===== src/rtl/mem_port_arbiter_pkg.sv =====
// mem_port_arbiter_pkg: shared arbiter state type and default watchdog limit
package mem_port_arbiter_pkg;
  typedef enum logic [1:0] {IDLE, WAIT_I, WAIT_D} arb_state_t;
  localparam int DEFAULT_TIMEOUT = 15;
endpackage


===== src/rtl/mem_watchdog.sv =====
// mem_watchdog: 8-bit cycle counter with clear, enable and terminal-count flag
module mem_watchdog (
  input  logic       clock,
  input  logic       reset,
  input  logic       clr,
  input  logic       en,
  input  logic [7:0] limit,
  output logic       tc
);
  logic [7:0] count;
  // count enabled cycles; clear wins over enable
  always_ff @(posedge clock or negedge reset)
    if (!reset) count <= '0;
    else count <= clr ? '0 : en ? count + 8'd1 : count;
  assign tc = count == limit;
endmodule


===== src/rtl/mem_port_arbiter.sv =====
// mem_port_arbiter: shares one RAM port between fetch and data requesters and drives the pipeline stall
module mem_port_arbiter
  import mem_port_arbiter_pkg::*;
#(
  parameter int WIDTH            = 32,
  parameter int INSTRUCTIONWIDTH = 24,
  parameter int MEMADDRWIDTH     = 16,
  parameter int TIMEOUT          = DEFAULT_TIMEOUT
) (
  input  logic                        clock,
  input  logic                        reset,
  input  logic                        if_req,
  input  logic [MEMADDRWIDTH-1:0]     if_addr,
  output logic [INSTRUCTIONWIDTH-1:0] if_rdata,
  output logic                        if_valid,
  input  logic                        mem_req,
  input  logic                        mem_we,
  input  logic [MEMADDRWIDTH-1:0]     mem_addr,
  input  logic [WIDTH-1:0]            mem_wdata,
  output logic [WIDTH-1:0]            mem_rdata,
  output logic                        mem_valid,
  output logic                        stall,
  output logic                        ram_en,
  output logic                        ram_we,
  output logic [MEMADDRWIDTH-1:0]     ram_addr,
  output logic [WIDTH-1:0]            ram_wdata,
  input  logic [WIDTH-1:0]            ram_rdata,
  input  logic                        ram_ready,
  output logic                        timeout_err
);
  arb_state_t state, state_n;
  logic if_done, mem_done, go_i, go_d, busy, tc, fin, fin_i, fin_d;
  assign go_d  = mem_req & ~mem_done;
  assign go_i  = if_req & ~if_done;
  assign stall = go_i | go_d;
  assign busy  = state != IDLE;
  assign fin   = busy & (ram_ready | tc);
  assign fin_i = fin & (state == WAIT_I);
  assign fin_d = fin & (state == WAIT_D);
  mem_watchdog u_wdog (
    .clock (clock),
    .reset (reset),
    .clr   (~busy | fin),
    .en    (busy),
    .limit (8'(TIMEOUT)),
    .tc    (tc)
  );
  // state register
  always_ff @(posedge clock or negedge reset)
    if (!reset) state <= IDLE;
    else state <= state_n;
  // data port first since it belongs to the older instruction; leave a wait state on completion or abort
  always_comb begin
    state_n = state;
    state_n = !busy ? (go_d ? WAIT_D : go_i ? WAIT_I : IDLE) : fin ? IDLE : state;
  end
  // RAM strobe and request latch, held stable for the whole wait
  always_ff @(posedge clock or negedge reset)
    if (!reset) begin
      ram_en    <= 1'b0;
      ram_we    <= 1'b0;
      ram_addr  <= '0;
      ram_wdata <= '0;
    end else begin
      ram_en <= busy ? ~fin : (go_d | go_i);
      if (!busy && go_d) begin
        ram_we    <= mem_we;
        ram_addr  <= mem_addr;
        ram_wdata <= mem_wdata;
      end else if (!busy && go_i) begin
        ram_we   <= 1'b0;
        ram_addr <= if_addr;
      end
    end
  // completion: capture data (zero on abort), pulse valids, keep done flags until the pipeline advances
  always_ff @(posedge clock or negedge reset)
    if (!reset) begin
      if_rdata    <= '0;
      mem_rdata   <= '0;
      if_valid    <= 1'b0;
      mem_valid   <= 1'b0;
      if_done     <= 1'b0;
      mem_done    <= 1'b0;
      timeout_err <= 1'b0;
    end else begin
      if_valid  <= fin_i;
      mem_valid <= fin_d;
      if_done   <= fin_i | (if_done & stall);
      mem_done  <= fin_d | (mem_done & stall);
      if (fin_i) if_rdata <= ram_ready ? ram_rdata[INSTRUCTIONWIDTH-1:0] : '0;
      if (fin_d && !ram_we) mem_rdata <= ram_ready ? ram_rdata : '0;
      if (fin && !ram_ready) timeout_err <= 1'b1;
    end
endmodule

===== config.mk =====
export PLATFORM = sky130hd
export DESIGN_NAME = mem_port_arbiter
export DESIGN_NICKNAME = d
export VERILOG_FILES = /design/src/rtl/mem_port_arbiter_pkg.sv /design/src/rtl/mem_watchdog.sv /design/src/rtl/mem_port_arbiter.sv
export SDC_FILE = /design/constraint.sdc
export NUM_CORES = 1
export LEC_CHECK = 0
export ABC_CLOCK_PERIOD_IN_PS = 3400
export CAP_MARGIN = 10
export CORE_MARGIN = 5
export CORE_UTILIZATION = 65
export CTS_CLUSTER_SIZE = 14
export DETAILED_ROUTE_END_ITERATION = 10
export DONT_BUFFER_PORTS = 1
export PLACE_DENSITY = 0.92
export SETUP_SLACK_MARGIN = 0.4
export SLEW_MARGIN = 10
export SYNTH_ARGS = -nofsm -noshare
export SYNTH_HDL_FRONTEND = slang
export SYNTH_HIERARCHICAL = 1
export SYNTH_SLANG_ARGS = --single-unit
export TNS_END_PERCENT = 50

===== constraint.sdc =====
create_clock -name clock -period 3.4 [get_ports clock]
set_clock_uncertainty 0.05 [all_clocks]
set_input_delay 0.68 -clock clock [delete_from_list [all_inputs] [get_ports clock]]
set_output_delay 0.68 -clock clock [all_outputs]
set_load 0.02 [all_outputs]

==> results.yml, run 1 <==
critical_path:
  start_kind: "flop"
  critical_path_arrival_ns: 1.74
  crit_start: "mem_done"
  worst-path-buf-inv: 0
  critical-path-max-stage-delay_ns: 0.57
  path_max_fanout: 21
  path_class: "reg2out"
  rr_startpoint: "u_wdog/count[4]"
  cp.required_ns: 2.67
  cp_cell_sequence: "nand2b_1, nand2_1"
  cp-end-kind: "output port"
  cp_top_family: "simple AND/OR/NAND/NOR gates"
  slowest_stage: "nand2b_1"
global_route:
  grt_usage: 0.2510
  overflow: 0
  grt_pass1_wl_microns: 18560
  antenna_found_initial: 0
  grt_pass1_vias: 3412
  grt_max_degree: 122
logic_synthesis:
  syn_area_sq_um: 4990
  synth.distinct_cells: 32
  ys_seq_area_frac: 0.6068
  yosys_warnings: 6
  synth_top_family_by_area: "multiplexers"
  synth.avg_cell_area_sq_um: 12.73
  synth_xor_area_frac: 0.02106
  synthCells: 392
  ys_seq_elements: 121
  synth-adder-area-share: 0.002508
  yosys.area_share.simple: 0.08275
  synthMuxAreaShare: 0.1384
  synth_compound_area_frac: 0.09127
floorplanning:
  std_cell_rows: 32
  core_area_sq_um: 7607
  initial_core_util: 0.6559
  pin_count: 212
  dieHeight_microns: 97.62
  dieArea_sq_um: 9529
  die_w_microns: 97.62
sta:
  clock.fmax_ghz: 0.4044
  holdWs_ns: -0.1756
  worst_pin_slew_ns: 0.9143
  rsz0062_at_grt: "false"
  tns_ns: 0
  slew_viol_final: 0
  hold_viol: 121
  setup_violations: 0
  slew_headroom: 0.3905
  period_minus_slack_ns: 2.473
  min_period_over_period: 0.7273
placed_design:
  placement.io_buffers: 0
  dp_hpwl_microns: 8172
  place.gp.congestion: 0.8219
routing:
  drt_iter0_drc: 182
  drc: 0
  viasPerCell: 6.084
  wl_per_cell_microns: 22.92
  vias: 3103
  routed_wl_microns: 11690
  first_pass_iters: 6
  final_antenna_net_count: 0
clock_network:
  postCtsResizedCells: 0
  clock_latency_ns: 0.50
  clkSinkCount: 121
  cts_root_buffer: "clkbuf_8"
  cts_tree: "yes"
  clock_path_buffers: 2
  clkTransAtPathRegs_ns: 0.06
  cts_buffers: 17
  h-tree-depth: 4
  post-cts-setup-buffers: 0
pwr:
  power_density_nw_per_um2: 1126
  irDropWorstVdd_mv: 0.5640
  p_leak_nw: 2.601
cells_and_area:
  num_antenna_cells: 0
  fillCellCount: 469
  layout-drive-gt1-share: 0.1716
  area_growth_pct: 13.42
  final_common_cell: "dfrtp_1"
  final_cell_mix: "dfrtp_1, nand2_1, inv_1"
  layout.nets: 498
worst_hold_path:
  hold_path.class: "in2async"
status:
  violations: "hold timing"
  status: "finished, violations left"
flow_run:
  drv_cap: 0
[registers in the layout, indices dropped and copies added, names as in the netlist]
signal,flops
mem_rdata,32
mem_valid,1
ram_wdata,32
ram_en,1
state,2
if_valid,1
u_wdog/count,8
ram_addr,16
ram_we,1
timeout_err,1
if_done,1
mem_done,1
if_rdata,24
[cell families (layout without fill, tap and decap cells)]
| group | count (synthesis) | in the layout |
|---|---|---|
| flip-flops | 121 | 121 |
| AND/OR/NAND/NOR | 78 | 78 |
| multiplexers | 65 | 65 |
| buffers and inverters | 60 | 70 |
| AO/OA/AOI/OAI | 53 | 53 |
| XOR/XNOR | 12 | 12 |
| other | 2 | 8 |
| adder cells (fa/ha/maj) | 1 | 1 |
[synth_stat cells]
master	count	area (sq um)
nor3b_1	2	15.01
or3b_1	1	8.760
a31o_2	2	17.52
nand4_2	2	25.02
nand2b_1	2	12.51
a21o_1	2	15.01
o21ai_0	2	10.01
buf_6	5	56.30
nand2_1	37	138.9
a21oi_1	3	15.01
or2_1	1	6.260
nor2_1	7	26.28
xnor2_1	9	78.83
mux2i_1	33	330.3
clkbuf_1	7	26.28
ha_1	1	12.51
a22o_1	26	227.7
xor2_1	3	26.28
o21ai_1	2	10.01
buf_1	1	3.750
nor4b_2	2	30.03
a221o_1	16	160.2
nor2_2	1	6.260
or3_1	3	18.77
buf_2	12	60.06
dfrtp_1	121	3028
nand4_1	4	25.02
inv_1	35	131.4
conb_1	2	7.510
and3_1	16	100.1
mux2_2	29	326.6
mux2_1	3	33.78
[final timing paths]
path	end	slack, ns	cells after the start
min	mem_rdata[5]	-0.18	0
max reg2reg	if_rdata[17]	1.02	6
min reg2reg	mem_done	0.50	1
max	stall	0.93	2
max in group asynchronous	if_rdata[12]	3.32	0
min in group clock	if_rdata[5]	0.26	1
[cell type report]
type	count	area, sq um	area share
flip-flops and latches	121	3028	0.5350
inverters	35	131.4	0.02321
clock inverters	12	175.2	0.03095
well taps	102	127.6	0.02255
clock buffers	20	425.4	0.07517
repair buffers	3	35.03	0.006191
multi-input cells	217	1737	0.3069
[metrics by stage]
step / instances / setup WS, ns / total power [W] / area (sq um) / util
after floorplan: 398 / 1.297 / 0.004210 / 5012 / -
after global placement: 478 / 1.079 / 0.004432 / 5050 / 0.6638
after detailed placement: 478 / 0.9960 / 0.004579 / 5050 / 0.6638
after CTS: 510 / 0.9421 / 0.006418 / 5650 / 0.7428
after global routing: 510 / 0.7816 / 0.006702 / 5659 / 0.7439
final: 510 / 0.9273 / 0.006373 / 5659 / 0.7439
[routing by layer]
| metal | routed length [microns] | share of wire | track usage |
|---|---|---|---|
| met5 | 0 | 0 | 0 |
| met4 | 72 | 0.0062 | 0.06816 |
| met3 | 1380 | 0.12 | 0.1141 |
| met2 | 6022 | 0.52 | 0.4164 |
| met1 | 4211 | 0.36 | 0.2967 |
[report_power, final]
group	total, W	internal [W]	switching [W]
clock	0.00181	0.00119	0.000623
combinational	0.00125	0.000667	0.000580
sequential	0.00331	0.00206	0.00126
No activity file was read; power rests on OpenSTA's default activity.
==> run 2: changes to the inputs <==
ABC_AREA = 1   (was unset)
ABC_CLOCK_PERIOD_IN_PS = 2280   (was 3400)
CORE_UTILIZATION = 63   (was 65)
PLACE_DENSITY = 0.9   (was 0.92)
clock period = 2.28 ns   (was 3.4 ns; I/O delays follow)
==> results.yml, run 2 <==
logic_synthesis:
  synth_area_leader_cell: "dfrtp_1"
  synthCells: 580
  ys_seq_area_frac: 0.5898
  synth_compound_area_frac: 0.09164
  synth_top_family_by_area: "simple AND/OR/NAND/NOR gates"
  synth.distinct_cells: 28
  synth_edf_count: 0
  ys_seq_elements: 121
  synthTopCellsByArea: "dfrtp_1, nand2_1, o21ai_0"
  synth.avg_cell_area_sq_um: 8.851
  synthMuxAreaShare: 0
  synth-adder-area-share: 0.002437
  yosys_warnings: 6
  syn_area_sq_um: 5134
  netlist.area_leader.share: 0.5898
  ys.flop_type: "dfrtp_1"
  async_flop_share: 1.000
  synth_common_cells: "nand2_1, dfrtp_1, o21ai_0"
  yosys.area_share.simple: 0.2464
  synth.most_common_cell: "nand2_1"
  synth_xor_area_frac: 0.01535
routing:
  viasPerCell: 5.705
  vias: 4039
  routed_wl_microns: 13130
  first_pass_iters: 5
  drt_iter0_drc: 278
  wl_per_cell_microns: 18.55
  final_antenna_net_count: 0
  drc: 0
pwr:
  p_leak_nw: 2.985
  power_density_nw_per_um2: 1582
  irDropWorstVdd_mv: 0.7664
clock_network:
  cts_root_buffer: "clkbuf_8"
  clock_latency_ns: 0.50
  clock_path_buffers: 2
  cts_tree: "yes"
  h-tree-depth: 4
  clkTransAtPathRegs_ns: 0.06
  clkSinkCount: 121
  cts_buffers: 17
sta:
  min_period_over_period: 0.8249
  hold_viol: 121
  period_minus_slack_ns: 1.881
  holdWs_ns: -0.4006
  tns_ns: 0
  setup_violations: 0
  rsz0062_at_grt: "true"
  slew_viol_final: 0
  clock.fmax_ghz: 0.5317
global_route:
  grt_usage: 0.2515
  antenna_found_initial: 0
  overflow: 0
  grt_pass1_wl_microns: 19930
  grt_pass1_vias: 3993
  grt_max_degree: 122
cells_and_area:
  area_growth_pct: 16.23
  reg.largest.list: "mem_rdata: 32 flops, ram_wdata: 32 flops, if_rdata: 24 flops"
  fillCellCount: 578
  final_cell_mix: "nand2_1, dfrtp_1, o21ai_0"
  num_antenna_cells: 0
  final_common_cell: "nand2_1"
  layout.nets: 693
  layout-drive-gt1-share: 0.1443
worst_hold_path:
  hold_path.class: "in2async"
placed_design:
  placement.io_buffers: 0
  place.gp.congestion: 0.8394
  dp_hpwl_microns: 8590
critical_path:
  path_class: "reg2reg"
  path_max_fanout: 8
  slowest_stage: "dfrtp_2"
  cp-end-kind: "flop"
  cp_cell_sequence: "xnor2_1, nand4_1, nor2_2, inv_1, nand2_2, nand4_4, clkbuf_16, nand2_1, o21ai_0"
  critical-path-max-stage-delay_ns: 0.41
  critical_path_arrival_ns: 2.21
  start_kind: "flop"
  cp.required_ns: 2.60
status:
  violations: "hold timing"
  status: "finished, violations left"
flow_run:
  drv_cap: 0
floorplanning:
  pin_count: 212
  dieHeight_microns: 100.3
  dieArea_sq_um: 10050
  std_cell_rows: 33
  initial_core_util: 0.6344
  die_w_microns: 100.3
  core_area_sq_um: 8093
==> run 2: changes by cell type in the layout (fill, tap and decap cells not counted), moves of 16 or more <==
cell	delta
nand2_1	+153
o21ai_0	+64
mux2i_1	-33
mux2_2	-29
or2_2	+16
a221o_1	-16
a22o_1	-26
o21ai_1	+16
and3_1	-16
nand3_1	+53
==> run 2: worst max-delay path: cells and delay by family (launching register included) <==
family / cells / cell delay, ns
AOI/OAI and AO/OA: 1 / 0.09
xor gates and xnor gates: 1 / 0.17
buffers and inverters: 2 / 0.33
DFF: 1 / 0.41
and+or+nand+nor: 5 / 0.70
==> run 2: power by group <==
part	switching, W	leakage (nW)	total (W)	internal (W)
clock	0.000956	0.278	0.00258	0.00162
sequential	0.00173	1.54	0.00476	0.00302
combinational	0.00137	1.17	0.00210	0.000730
total	0.00406	2.98	0.00944	0.00538
==> run 2: final cells by class <==
type | instances | area (sq um) | area share
Clock buffer | 20 | 445.4 | 0.07465
Tap cell | 105 | 131.4 | 0.02202
Timing Repair Buffer | 16 | 192.7 | 0.03229
Sequential cell | 121 | 3032 | 0.5081
Inverter | 35 | 131.4 | 0.02202
Clock inverter | 12 | 140.1 | 0.02348
Multi-Input combinational cell | 399 | 1894 | 0.3175
==> run 2: routing by layer <==
metal | track usage | share of wire
met5 | 0 | 0
met1 | 0.3056 | 0.37
met4 | 0.08083 | 0.015
met3 | 0.1028 | 0.098
met2 | 0.4108 | 0.52
==> run 2: through the flow <==
stage | utilization | total power, W | setup WS (ns) | std cells | instance area [sq um]
after floorplan | - | 0.006115 | 0.4399 | 586 | 5161
after CTS | 0.7157 | 0.009302 | 0.3807 | 698 | 5792
after detailed placement | 0.6422 | 0.006698 | 0.3408 | 666 | 5197
after global routing | 0.7373 | 0.009998 | 0.3127 | 708 | 5967
final | 0.7373 | 0.009438 | 0.3993 | 708 | 5967
after global placement | 0.6422 | 0.006510 | 0.4873 | 666 | 5197
==> run 2: worst paths after layout <==
check	start	to	slack (ns)	cells after the start
setup / recovery	u_wdog/count[0]	mem_rdata[4]	0.40	9
hold / removal	reset	ram_addr[2]	-0.40	0
setup reg to reg	u_wdog/count[0]	mem_rdata[4]	0.40	9
hold reg to reg	u_wdog/count[3]	u_wdog/count[3]	0.44	1
max in group asynchronous	reset	ram_wdata[30]	2.43	0
min in group clock	ram_rdata[27]	mem_rdata[27]	0.04	2
==> run 2: kinds of logic after synthesis <==
| group | count (synthesis) |
|---|---|
| AND/OR/NAND/NOR | 289 |
| flip-flops | 121 |
| AO/OA/AOI/OAI | 92 |
| buffers and inverters | 66 |
| XOR/XNOR | 9 |
| other | 2 |
| adder cells (fa/ha/maj) | 1 |
==> run 2: repair_timing <==
item | in CTS | in global routing
endpoints found under the hold margin | 121 | 121
pin swaps | 0 | 7
setup buffers | 0 | 5
gates resized for setup | 3 | 21
endpoints found under the setup margin | 31 | 46
cloned | 0 | 5
==> run 3: changes to the inputs <==
ABC_CLOCK_PERIOD_IN_PS = 1600   (was 2280)
CORE_UTILIZATION = 57   (was 63)
PLACE_DENSITY = 0.86   (was 0.9)
clock period = 1.6 ns   (was 2.28 ns; I/O delays follow)
==> results.yml, run 3 (synthesis results as in run 2) <==
floorplanning:
  initial_core_util: 0.5858
  dieArea_sq_um: 11000
  die_w_microns: 104.9
  pin_count: 212
  std_cell_rows: 34
  dieHeight_microns: 104.9
  core_area_sq_um: 8763
critical_path:
  path_max_fanout: 5
  start_kind: "flop"
  cpMostUsedCell: "nor2_4"
  cp_cell_sequence: "xnor2_1, nand4_1, nor2_4, nor2_4, nand2_4, nor2_4, nor2_4, nand2_2, nand2_1, nand2_1, nor2_1"
  cp_top_family: "simple AND/OR/NAND/NOR gates"
  critPathCapture: "u_wdog/count[5]"
  worst-path-stages: 11
  critical_path_arrival_ns: 2.33
  path_class: "reg2reg"
  cp.required_ns: 1.98
  regToRegEndpoint: "u_wdog/count[5]"
  critical-path-max-stage-delay_ns: 0.37
  crit_start: "u_wdog/count[3]"
  slowest_stage: "dfrtp_1"
  cp-end-kind: "flop"
  r2r_slack_ns: -0.35
  worst-path-buf-inv: 0
  reg2regPathDepth: 11
  rr_startpoint: "u_wdog/count[3]"
routing:
  drt_iter0_drc: 653
  vias: 5141
  wl_per_cell_microns: 24.51
  viasPerCell: 6.187
  first_pass_iters: 8
  routed_wl_microns: 20360
  final_antenna_net_count: 0
  drc: 0
global_route:
  overflow: 0
  grt_usage: 0.3062
  use_met3: 0.1017
  use_met2: 0.5301
  grt_pass1_vias: 5103
  antenna_found_initial: 0
  met1_usage: 0.3428
  grt_max_degree: 122
  top_usage_layer: "met2"
  grt_pass1_wl_microns: 26790
cells_and_area:
  reg.largest.list: "mem_rdata: 32 flops, ram_wdata: 32 flops, if_rdata: 24 flops"
  area_growth_pct: 52.25
  num_antenna_cells: 0
  fillCellCount: 339
  final_common_cell: "nand2_1"
  layout.nets: 813
  layout-drive-gt1-share: 0.3900
  final-instance-count-excl-fill: 831
  fin_area_sq_um: 7816
  final_cell_mix: "nand2_1, dlygate4sd3_1, dfrtp_2"
sta:
  worst_pin_slew_ns: 0.8989
  min_period_over_period: 1.219
  clock.fmax_ghz: 0.5128
  period_minus_slack_ns: 1.950
  hold_viol: 121
  holdWs_ns: -0.5442
  layout_setup_ws_ns: -0.3500
  setup_violations: 68
  slew_headroom: 0.4007
  slew_viol_final: 0
  rsz0062_at_grt: "true"
clock_network:
  ctsHoldBuffers: 90
  clkTransAtPathRegs_ns: 0.06
  cts_buffers: 17
  clock_latency_ns: 0.50
  clock_path_buffers: 2
  clkSinkCount: 121
  cts_tree: "yes"
  h-tree-depth: 4
  cts_root_buffer: "clkbuf_8"
pwr:
  seqPwrFrac: 0.457
  netSwitchingFraction: 0.4534
  combPwrFrac: 0.319
  power.switching_w: 0.007144
  power_density_nw_per_um2: 2016
  irDropWorstVdd_mv: 1.286
  p_int_w: 0.008611
  p_leak_nw: 3.550
  clkPwrFrac: 0.225
  p_total_w: 0.01576
status:
  violations: "hold timing, setup timing"
  status: "finished, violations left"
placed_design:
  dp_hpwl_microns: 8828
  place_area_sq_um: 5356
  placement.io_buffers: 0
  place.gp.congestion: 0.8171
  dp.cells: 681
  place_ws_ns: -0.1333
flow_run:
  drv_cap: 0
worst_hold_path:
  hold_path.class: "in2async"
## run 3: changes by cell type in the layout (fill, tap and decap cells not counted), moves of 11 or more
cell	previous run	this run
dlygate4sd3_1	0	89
dfrtp_1	118	38
dfrtp_2	3	83
o21ai_0	66	18
o21ai_2	0	26
nand2_1	190	167
nand3_1	53	34
nand3_2	0	19
o21ai_1	18	36
nand2_2	7	20
buf_6	2	13
## run 3: layer usage
| metal | share of wire | routed length (microns) | up-vias |
|---|---|---|---|
| met2 | 0.52 | 10590 | 400 |
| li1 | - | - | 2132 |
| met5 | 0 | 0 | - |
| met1 | 0.33 | 6669 | 2494 |
| met4 | 0.061 | 1237 | 0 |
| met3 | 0.092 | 1864 | 115 |
## run 3: cell type report
| type | instances | area, sq um | share of cell area |
|---|---|---|---|
| Tap cell | 108 | 135.1 | 0.01729 |
| Multi-Input combinational cell | 399 | 2340 | 0.2993 |
| Sequential cell | 121 | 3132 | 0.4007 |
| Clock buffer | 22 | 452.9 | 0.05795 |
| Inverter | 35 | 146.4 | 0.01873 |
| Timing Repair Buffer | 136 | 1515 | 0.1939 |
| Clock inverter | 10 | 95.09 | 0.01217 |
## run 3: what timing repair did
action,in CTS,in global routing
pin swaps,24,34
endpoints found under the hold margin,226,121
setup endpoints to repair,231,231
buffers inserted,8,14
cloned,3,3
resized for setup,160,124
## run 3: how the worst min path moves through the flow
stage                           end  slack [ns]  cells past startpoint   from
global placement       mem_rdata[3]       -0.02                      0  reset
detailed placement     ram_addr[10]       -0.02                      0  reset
CTS                   ram_wdata[24]       -0.55                      0  reset
finish                  if_rdata[4]       -0.54                      0  reset
floorplan                   if_done       -0.03                      0  reset
global route        u_wdog/count[5]       -0.56                      0  reset
## run 3: metrics by stage
step,utilization,setup TNS (ns),hold slack [ns]
floorplan,-,0,-0.02559
global placement,0.6112,-0.5476,-0.02042
detailed placement,0.6112,-2.967,-0.02148
CTS,0.8241,-4.752,-0.5550
global route,0.8919,-19.28,-0.5625
finish,0.8919,-15.44,-0.5442
## run 3: power by group through the flow
stage               clock, W  combinational (W)  sequential [W]
finish               0.00354            0.00502         0.00720
global route         0.00372            0.00540         0.00728
CTS                  0.00350            0.00361         0.00697
detailed placement         0            0.00299         0.00679
global placement           0            0.00278         0.00675
floorplan                  0            0.00231         0.00644
## run 3: worst reg2reg max path, stage by stage (launching register included)
cell and delay (ns):
dfrtp_1 0.37, xnor2_1 0.17, nand4_1 0.23, nor2_4 0.23, nor2_4 0.10, nand2_4 0.11
nor2_4 0.07, nor2_4 0.21, nand2_2 0.09, nand2_1 0.09, nand2_1 0.07, nor2_1 0.10
